[src/rtl/fc_argmax_pkg.sv]
// fc_argmax_pkg: shared FSM state type and index-width helper
package fc_argmax_pkg;
  typedef enum logic [1:0] {IDLE, SCAN, DONE} state_t;
  function automatic int idx_w(input int n);
    return (n > 1) ? $clog2(n) : 1;
  endfunction
endpackage

[src/rtl/fc_argmax.sv]
// fc_argmax: captures a score vector, scans it one entry per cycle, returns argmax via valid/ready
module fc_argmax
  import fc_argmax_pkg::*;
#(
  parameter int N_CLASS = 10,
  parameter int IN_WIDTH = 23,
  localparam int IDX_W = idx_w(N_CLASS)
) (
  input  logic                clk,
  input  logic                rst_n,
  input  logic                in_valid,
  output logic                in_ready,
  input  logic [IN_WIDTH-1:0] scores [0:N_CLASS-1],
  output logic                out_valid,
  input  logic                out_ready,
  output logic [IDX_W-1:0]    out_class,
  output logic [IN_WIDTH-1:0] out_score,
  output logic                busy
);
  state_t state, nxt;
  logic [IN_WIDTH-1:0] scores_q [0:N_CLASS-1];
  logic [IN_WIDTH-1:0] best_score;
  logic [IDX_W-1:0] best_idx, cnt;
  logic last, accept;
  assign last = cnt == IDX_W'(N_CLASS - 1);
  assign accept = in_valid && state == IDLE;
  assign in_ready = state == IDLE;
  assign busy = state != IDLE;
  assign out_valid = state == DONE;
  assign out_class = best_idx;
  assign out_score = best_score;
  always_comb begin
    nxt = accept ? ((N_CLASS == 1) ? DONE : SCAN) :
          (state == SCAN && last) ? DONE :
          (state == DONE && out_ready) ? IDLE : state;
  end
  always_ff @(posedge clk or negedge rst_n) begin
    if (!rst_n) state <= IDLE;
    else state <= nxt;
  end
  // buffer contents are don't-care after reset, so it carries no reset
  always_ff @(posedge clk) begin
    if (accept) scores_q <= scores;
  end
  always_ff @(posedge clk or negedge rst_n) begin
    if (!rst_n) begin
      best_score <= '0;
      best_idx <= '0;
      cnt <= '0;
    end else if (accept) begin
      best_score <= scores[0];
      best_idx <= '0;
      cnt <= IDX_W'(1);
    end else if (state == SCAN) begin
      if (scores_q[cnt] > best_score) begin
        best_score <= scores_q[cnt];
        best_idx <= cnt;
      end
      if (!last) cnt <= cnt + 1'b1;
    end
  end
endmodule
[config.mk]
export PLATFORM = sky130hd
export DESIGN_NAME = fc_argmax
export DESIGN_NICKNAME = d
export VERILOG_FILES = /design/src/rtl/fc_argmax_pkg.sv /design/src/rtl/fc_argmax.sv
export SDC_FILE = /design/constraint.sdc
export NUM_CORES = 1
export LEC_CHECK = 0
export ABC_AREA = 0
export BUFFER_PORTS_ARGS = -buffer_cell sky130_fd_sc_hd__buf_2
export CAP_MARGIN = 20
export CELL_PAD_IN_SITES_DETAIL_PLACEMENT = 1
export CELL_PAD_IN_SITES_GLOBAL_PLACEMENT = 1
export CORE_MARGIN = 4
export CORE_UTILIZATION = 48
export CTS_CLUSTER_SIZE = 40
export DETAILED_ROUTE_END_ITERATION = 10
export PLACE_DENSITY_LB_ADDON = 0.08
export SYNTH_ARGS = -nofsm -noshare
export SYNTH_HDL_FRONTEND = slang
export SYNTH_SLANG_ARGS = --single-unit
export TNS_END_PERCENT = 20
[constraint.sdc]
create_clock -name clk -period 15.6 [get_ports clk]
set_input_delay 1.56 -clock clk [delete_from_list [all_inputs] [get_ports clk]]
set_output_delay 1.56 -clock clk [all_outputs]
set_load 0.05 [all_outputs]
==> flow_summary.json, run 1 <==
{
  "route.detailed.drc": 0,
  "io_pins": 264,
  "cts_buffers": 28,
  "synthFlopType": "edfxtp_1",
  "grt_pass1_wl_um": 41000,
  "first_global_vias": 7391,
  "fp.dieW_um": 158,
  "startpoint_type": "flop",
  "num-fill-cells": 2086,
  "clk-insertion-delay-late_ps": 550,
  "period_minus_slack_ps": 5130,
  "slowest_stage": "and2_2",
  "synth_xor_area_share_pct": 0.162,
  "power.switching_uw": 280,
  "yosys.area.top_type": "edfxtp_1",
  "core_area_um2": 22000,
  "cts_buffer_depth": 3,
  "synth_commonest_cells": "230 x edfxtp_1, 50 x inv_1, 46 x mux4_2",
  "cpPeakStageDelay_ps": 840,
  "netlist_area_um2": 10800,
  "syn_avg_cell_area_um2": 18.1,
  "relSlewSlack_pct": 30.6,
  "design_area_um2": 13300,
  "holdBufCountCts": 0,
  "drive_above_1_share_pct": 43.3,
  "gr-total-overflow": 0,
  "cp_max_fo": 32,
  "synthArstFlopShare_pct": 12.5,
  "p_int_uw": 1150,
  "die-area_um2": 25000,
  "hold_path_class": "flop to flop",
  "synth_top_family_by_area": "multiplexers",
  "place_congestion": 0.768,
  "yosysWarnings": 0,
  "cts.sinks": 263,
  "synth_top_area_share_pct": 63.9,
  "dp_hpwl_um": 18100,
  "firstDrtPassIters": 4,
  "rows": 54,
  "start_util_pct": 49.2,
  "finalSetupTns_ps": 0,
  "slew_viol_final": 0,
  "areaGrowthSynthToFinish_pct": 23.1,
  "finalClockSkew_ps": 18.9,
  "die_y_um": 158,
  "fmax_mhz": 195,
  "cts.clk_slew.worst_paths_ps": 60,
  "tightest_slew_ps": 1040,
  "outcome": "finished, final reports clean",
  "grt_max_degree": 144,
  "pwr-share-clk_pct": 44.1,
  "fin_crit_sh_pct": 32.9,
  "post_cts_buffers": 0,
  "synth_mux_area_share_pct": 11.7,
  "n_antenna_cell": 0,
  "final-hold-violation-count": 0,
  "syn-num-nets": 857,
  "wl_per_cell_um": 23.3,
  "clock-root-buffer": "clkbuf_16",
  "synth_most_common_cell": "edfxtp_1",
  "power_frac_comb_pct": 2.4,
  "leakage_uw": 0.00548,
  "viasPerCell": 5.47,
  "vias": 6400,
  "drt_iter0_drc": 424,
  "synth-simple-area-share_pct": 2.81,
  "drtAntennaViolNets": 0,
  "maxCapViolations": 0,
  "cp-end-kind": "flop",
  "netlist_instances": 598,
  "switching_share_pct": 19.6,
  "ys_seq_area_share_pct": 71.5,
  "cts_tree": "built",
  "ys_top_cells_by_area": "edfxtp_1 64%, mux4_2 9.6%, dfrtp_1 7.6%",
  "synth_compound_area_share_pct": 7.65,
  "htreeDepth": 1,
  "synthAdderAreaFrac_pct": 2.89,
  "power_frac_seq_pct": 53.6,
  "cts_resized": 0,
  "setup_viol_count_final": 0,
  "crit_arrival_ps": 5470,
  "fin_nets": 1127,
  "synth_edf_count": 230,
  "wl_um": 27200,
  "antenna_found_initial": 1,
  "ys_ff_latch": 263,
  "placed_cell_area_um2": 12400,
  "crit_type": "flop to flop",
  "io_buffers": 263,
  "power.density_nw_per_um2": 107,
  "grt.total_usage_pct": 21.5,
  "rsz0062_at_grt": "no",
  "synth_cell_types": 37,
  "vdd_drop_max_mv": 0.0878,
  "path_cells": "buf_4, buf_16, mux4_2, a22oi_1, o21a_1, inv_1, ha_1, nand4_1, and4bb_2, a31oi_1, and2_2, a221oi_1",
  "cp.required_ps": 15950,
  "rrSetupSlack_ps": 10470
}
worst max-delay path: cells and delay by family, from the launching register on:
family	cells	cell delay, ps
compound gates	4	1200
buf+inv	3	870
simple gates	3	1310
flops	1	660
fa+ha+maj	1	320
mux	1	530
flip-flops by register name, summed over array words and instances (netlist names):
name	cells
scores_q	230
out_class	4
out_score	23
cnt	4
state	2
power by group through the flow:
stage	registers (µW)	clock network [µW]	logic, µW
floorplan	780	0	0.0359
global placement	780	0	32.4
detailed placement	780	0	34.2
CTS	765	645	35.0
global route	765	678	37.8
finish	765	630	34.0
cell usage in the layout (no fill, tap or decap), drive strengths merged, types with 2 or more instances in the layout:
| master | instances |
|---|---|
| ha | 25 |
| and4 | 4 |
| mux4 | 46 |
| and3 | 2 |
| clkbuf | 33 |
| dfrtp | 33 |
| xnor2 | 2 |
| nand2 | 13 |
| a22oi | 22 |
| a221oi | 26 |
| bufinv | 2 |
| mux2i | 23 |
| a21oi | 9 |
| edfxtp | 230 |
| clkinv | 14 |
| nor2 | 32 |
| inv | 51 |
| buf | 268 |
| nand3 | 8 |
| o21a | 22 |
| nand4 | 2 |
| o21ai | 10 |
| a211oi | 2 |
layer usage:
metal  global-route usage (%)  share of wire, %  vias to the layer above
li1                         -                 -                     2911
met5                        0             0.048                        -
met1                     27.2                39                     3241
met3                     5.58               7.2                       36
met2                     38.0                53                      210
met4                     3.78               1.5                        2
logic make-up after synthesis:
logic type | Yosys count
adder cells (fa/ha/maj) | 25
XOR/XNOR | 2
multiplexers | 69
AND/OR/NAND/NOR | 65
AO/OA/AOI/OAI | 96
flip-flops | 263
buffers and inverters | 78
through the flow:
step / hold slack (ps) / util [%] / power, µW / cells / setup WS (ps)
after floorplan: 501 / - / 780 / 598 / 8180
after global placement: 516 / 56.4 / 812 / 1116 / 10460
after detailed placement: 526 / 56.4 / 814 / 1116 / 10260
after CTS: 534 / 60.4 / 1440 / 1167 / 10230
after global routing: 561 / 60.6 / 1480 / 1169 / 10120
final: 528 / 60.6 / 1430 / 1169 / 10470
final timing paths:
kind / depth (start not counted) / startpoint / end
max in group asynchronous: 1 / rst_n / cnt[0]
min reg2reg: 2 / out_class[0] / out_class[0]
min in group asynchronous: 1 / rst_n / out_score[1]
min: 2 / out_class[0] / out_class[0]
max: 12 / cnt[0] / out_score[4]
max reg2reg: 12 / cnt[0] / out_score[4]
final cells by class:
class	instances	area, µm²	share of cell area, %
inverter	50	195	1.47
clock buffer	33	719	5.40
timing repair buffer	268	1390	10.5
clock inverter	18	154	1.16
multi-input combinational	257	2760	20.8
tap	280	350	2.63
sequential	263	7740	58.1
Power figures use the tool's default switching activity.
==> run 2: changes to the inputs <==
Settings changed: CORE_UTILIZATION 48 to 44.
Clock period 15.6 ns to 4.9 ns, I/O delays scaled along.
==> flow_summary.json, run 2 (same netlist as run 1, synthesis figures left out) <==
{
  "outcome": "finished, final reports clean",
  "cts.sinks": 263,
  "hold_path_class": "input pin to asynchronous set/reset pin",
  "relSlewSlack_pct": 27.8,
  "critPathMostFrequentCell": "inv_1",
  "drtAntennaViolNets": 0,
  "num-fill-cells": 2343,
  "period_minus_slack_ps": 4290,
  "rsz0062_at_grt": "no",
  "slew_viol_final": 0,
  "worstSetupEndpoint": "out_score[13]",
  "cts_tree": "built",
  "drt_iter0_drc": 407,
  "vias": 6429,
  "antenna_found_initial": 1,
  "core_area_um2": 24200,
  "cp_num_buf_inv": 3,
  "cp.required_ps": 5310,
  "multi_input_area_um2": 2800,
  "grt_use_met2_pct": 33.0,
  "fin_nets": 1135,
  "gr-total-overflow": 0,
  "viasPerCell": 5.27,
  "cts_resized": 0,
  "top_register": "scores_q",
  "wl_per_cell_um": 22.1,
  "use_met3_pct": 4.82,
  "cts.clk_slew.worst_paths_ps": 60,
  "final-hold-violation-count": 0,
  "die-area_um2": 27100,
  "top_usage_layer": "met2",
  "critPathTopFamily": "compound AO/OA/AOI/OAI gates",
  "use_met1_pct": 25.9,
  "crit_arrival_ps": 4700,
  "vdd_drop_max_mv": 0.296,
  "hold_slack_ps": 49.9,
  "post_cts_buffers": 0,
  "power.density_nw_per_um2": 339,
  "largest_reg_flops": 230,
  "first_global_vias": 7226,
  "cp_max_fo": 24,
  "cts_buffers": 28,
  "cp.depth": 12,
  "io_pins": 264,
  "finalClockSkew_ps": 12.1,
  "rows": 57,
  "setup_viol_count_final": 0,
  "fmax_mhz": 233,
  "critPathLaunch": "cnt[1]",
  "start_util_pct": 44.6,
  "holdBufCountCts": 0,
  "final_common_cell": "buf_2",
  "grt.total_usage_pct": 19.6,
  "register_area_um2": 7740,
  "wl_um": 26900,
  "cp-end-kind": "flop",
  "mostFrequentLayoutCells": "263 x buf_2, 230 x edfxtp_1, 49 x inv_1, 46 x mux4_2, 31 x dfrtp_1",
  "route.detailed.drc": 0,
  "pre_cts_ws_ps": 564,
  "firstDrtPassIters": 4,
  "grt_pass1_wl_um": 40600,
  "htreeDepth": 1,
  "drive_above_1_share_pct": 44.5,
  "startpoint_type": "flop",
  "stdcell_count": 1221,
  "cpPeakStageDelay_ps": 860,
  "path_cells": "inv_1, nand3_2, o21a_1, inv_1, ha_1, a21oi_1, o21ai_0, a221oi_1, o311ai_2, a21oi_4, buf_4, a221oi_2",
  "leakage_uw": 0.00553,
  "slowest_stage": "dfrtp_2",
  "crit_type": "flop to flop",
  "design_area_um2": 13500,
  "reg2regPathDepth": 12,
  "worstReg2RegStart": "cnt[1]",
  "clk-insertion-delay-late_ps": 540,
  "r2r_end": "out_score[13]",
  "areaGrowthSynthToFinish_pct": 24.6,
  "fin_crit_sh_pct": 87.6,
  "placed_cell_area_um2": 12600,
  "dp_hpwl_um": 19000,
  "die_y_um": 165,
  "tightest_slew_ps": 1080,
  "place_congestion": 0.772,
  "n_antenna_cell": 0,
  "io_buffers": 263,
  "dp.cells": 1170,
  "maxCapViolations": 0,
  "grt_max_degree": 87,
  "setup_ws_ps": 606,
  "cts_buffer_depth": 3,
  "clock-root-buffer": "clkbuf_16",
  "rrSetupSlack_ps": 610,
  "fp.dieW_um": 165
}
-- run 2: cell type report --
class / count / share of cell area, %
inverter: 50 / 1.42
multi-input combinational: 257 / 20.8
clock inverter: 14 / 0.892
timing repair buffer: 276 / 10.9
clock buffer: 37 / 5.61
sequential: 263 / 57.4
tap: 324 / 3.01
-- run 2: routing by layer --
layer	up-vias	part of all wire, %
li1	2926	-
met4	2	2.4
met3	46	7.0
met1	3231	41
met2	224	50
met5	-	0.048
-- run 2: through the flow --
step           power [µW]  util (%)  TNS, ps
4_1_cts              4630      55.5        0
5_1_grt              4730      55.5        0
3_3_place_gp         2590      51.9        0
3_5_place_dp         2590      51.9        0
2_1_floorplan        2480         -    -2100
6_report             4570      55.5        0
-- run 2: worst register-to-register path, cell delays in order, from the launching register on --
cell and delay, ps:
dfrtp_2 860, inv_1 190, nand3_2 530, o21a_1 310, inv_1 60, ha_1 310, a21oi_1 130, o21ai_0 120
a221oi_1 400, o311ai_2 220, a21oi_4 560, buf_4 370, a221oi_2 100
-- run 2: power by group --
group	switching (µW)	internal (µW)
clock network	841	1190
logic	41.7	64.4
registers	0	2440
total	883	3690
-- run 2: worst min path at each step --
stage	start	end	slack, ps	cells past startpoint
after global placement	out_class[2]	out_class[2]	520	2
after detailed placement	out_class[3]	out_class[3]	520	2
after global routing	scores[72]	scores_q[72]	90	1
after floorplan	rst_n	cnt[0]	190	0
final	rst_n	out_score[16]	50	1
after CTS	rst_n	cnt[3]	60	1
==> run 3: changes to the inputs <==
Settings changed: CELL_PAD_IN_SITES_DETAIL_PLACEMENT 1 to 0, CELL_PAD_IN_SITES_GLOBAL_PLACEMENT 1 to 2, CORE_UTILIZATION 44 to 38.
==> flow_summary.json, run 3 (same netlist as run 1, synthesis figures left out) <==
{
  "outcome": "finished, final reports clean",
  "rsz0062_at_grt": "no",
  "fin_crit_sh_pct": 90.6,
  "n_antenna_cell": 0,
  "cts_buffer_depth": 3,
  "route.detailed.drc": 0,
  "use_met3_pct": 3.95,
  "slowest_stage": "a21oi_4",
  "cts.sinks": 263,
  "die-area_um2": 31200,
  "cpPeakStageDelay_ps": 870,
  "first_global_vias": 6933,
  "slew_viol_final": 0,
  "drive_above_1_share_pct": 43.6,
  "post_cts_buffers": 0,
  "antenna_found_initial": 0,
  "leakage_uw": 0.00550,
  "grt.total_usage_pct": 16.3,
  "maxCapViolations": 0,
  "wl_um": 25800,
  "p_int_uw": 3640,
  "holdBufCountCts": 0,
  "clk-insertion-delay-late_ps": 540,
  "fin_nets": 1132,
  "dp_hpwl_um": 17500,
  "drt_iter0_drc": 319,
  "largest_reg_flops": 230,
  "final_util_pct": 48.4,
  "viasPerCell": 4.93,
  "crit_arrival_ps": 4790,
  "critPathMostFrequentCell": "a221oi_1",
  "hold_path_class": "input pin to asynchronous set/reset pin",
  "cts_tree": "built",
  "finalSetupTns_ps": 0,
  "crit_type": "flop to flop",
  "power_frac_comb_pct": 2.4,
  "vdd_drop_max_mv": 0.270,
  "cts_resized": 0,
  "clock-root-buffer": "clkbuf_16",
  "hold_slack_ps": 68.2,
  "rows": 61,
  "fp.dieW_um": 177,
  "cp_num_buf_inv": 2,
  "setup_viol_count_final": 0,
  "worstReg2RegStart": "cnt[0]",
  "power.switching_uw": 885,
  "pwr-share-clk_pct": 43.7,
  "critPathTopFamily": "compound AO/OA/AOI/OAI gates",
  "firstDrtPassIters": 4,
  "use_met1_pct": 22.3,
  "cp-end-kind": "flop",
  "relSlewSlack_pct": 30.8,
  "tightest_slew_ps": 1040,
  "path_cells": "buf_12, mux4_2, a22oi_1, o21a_1, inv_1, ha_1, a21oi_1, o21ai_0, a221oi_1, o311ai_2, a21oi_4, a221oi_1",
  "num-fill-cells": 2451,
  "io_buffers": 263,
  "reg2regPathDepth": 12,
  "stdcell_count": 1273,
  "switching_share_pct": 19.6,
  "vias": 6279,
  "dp.cells": 1219,
  "cp.required_ps": 5250,
  "cts.clk_slew.worst_paths_ps": 60,
  "place_congestion": 0.743,
  "startpoint_type": "flop",
  "finalClockSkew_ps": 10.2,
  "mostFrequentLayoutCells": "263 x buf_2, 230 x edfxtp_1, 49 x inv_1, 46 x mux4_2, 31 x dfrtp_1",
  "start_util_pct": 38.7,
  "gr-total-overflow": 0,
  "grt_pass1_wl_um": 39100,
  "cp_max_fo": 24,
  "fmax_mhz": 225,
  "power_frac_seq_pct": 53.9,
  "wl_per_cell_um": 20.3,
  "cts_buffers": 29,
  "top_usage_layer": "met2",
  "power.density_nw_per_um2": 335,
  "drtAntennaViolNets": 0,
  "grt_max_degree": 146,
  "die_y_um": 177,
  "critPathLaunch": "cnt[0]",
  "htreeDepth": 1,
  "cp.depth": 12,
  "period_minus_slack_ps": 4440,
  "core_area_um2": 27900,
  "grt_use_met2_pct": 26.8,
  "final-hold-violation-count": 0,
  "final_common_cell": "buf_2",
  "areaGrowthSynthToFinish_pct": 25.0,
  "io_pins": 264,
  "top_register": "scores_q"
}
run 3: cell count changes in the layout (fill, tap and decap cells not counted):
cell	delta
clkinv_1	+5
clkinv_4	+1
clkbuf_1	+2
bufinv_16	-1
buf_16	+1
clkinv_2	-4
buf_12	+1
clkinvlp_4	-1
buf_4	-6
run 3: layer usage:
metal  up-vias  wire, µm
met3        35      1880
li1       2935         -
met2       214     12500
met4         0       484
met1      3095     11000
met5         -         0
run 3: cell type report:
class | count | area [µm²] | area share (%)
Multi-Input combinational cell | 257 | 2800 | 20.7
Clock buffer | 39 | 763 | 5.65
Sequential cell | 263 | 7740 | 57.2
Inverter | 50 | 191 | 1.42
Tap cell | 378 | 473 | 3.50
Timing Repair Buffer | 272 | 1470 | 10.8
Clock inverter | 14 | 90.1 | 0.666
run 3: power by group through the flow:
stage	logic (µW)	registers, µW	clock network [µW]
CTS	111	2440	2030
global placement	106	2480	0
global route	120	2430	2140
detailed placement	110	2480	0
finish	108	2440	1980
floorplan	0.102	2480	0
run 3: final timing paths:
path,slack [ps],to
max,460,out_score[1]
min,70,out_score[21]
max reg2reg,460,out_score[1]
min reg2reg,530,out_class[3]
max in group asynchronous,4200,cnt[0]
min in group clk,130,scores_q[144]
run 3: through the flow:
step / power [µW] / cell area (µm²) / setup WS (ps)
2_1_floorplan: 2480 / 10900 / -105
3_3_place_gp: 2590 / 12600 / 497
3_5_place_dp: 2590 / 12600 / 352
4_1_cts: 4580 / 13500 / 331
5_1_grt: 4700 / 13500 / 42.9
6_report: 4520 / 13500 / 462
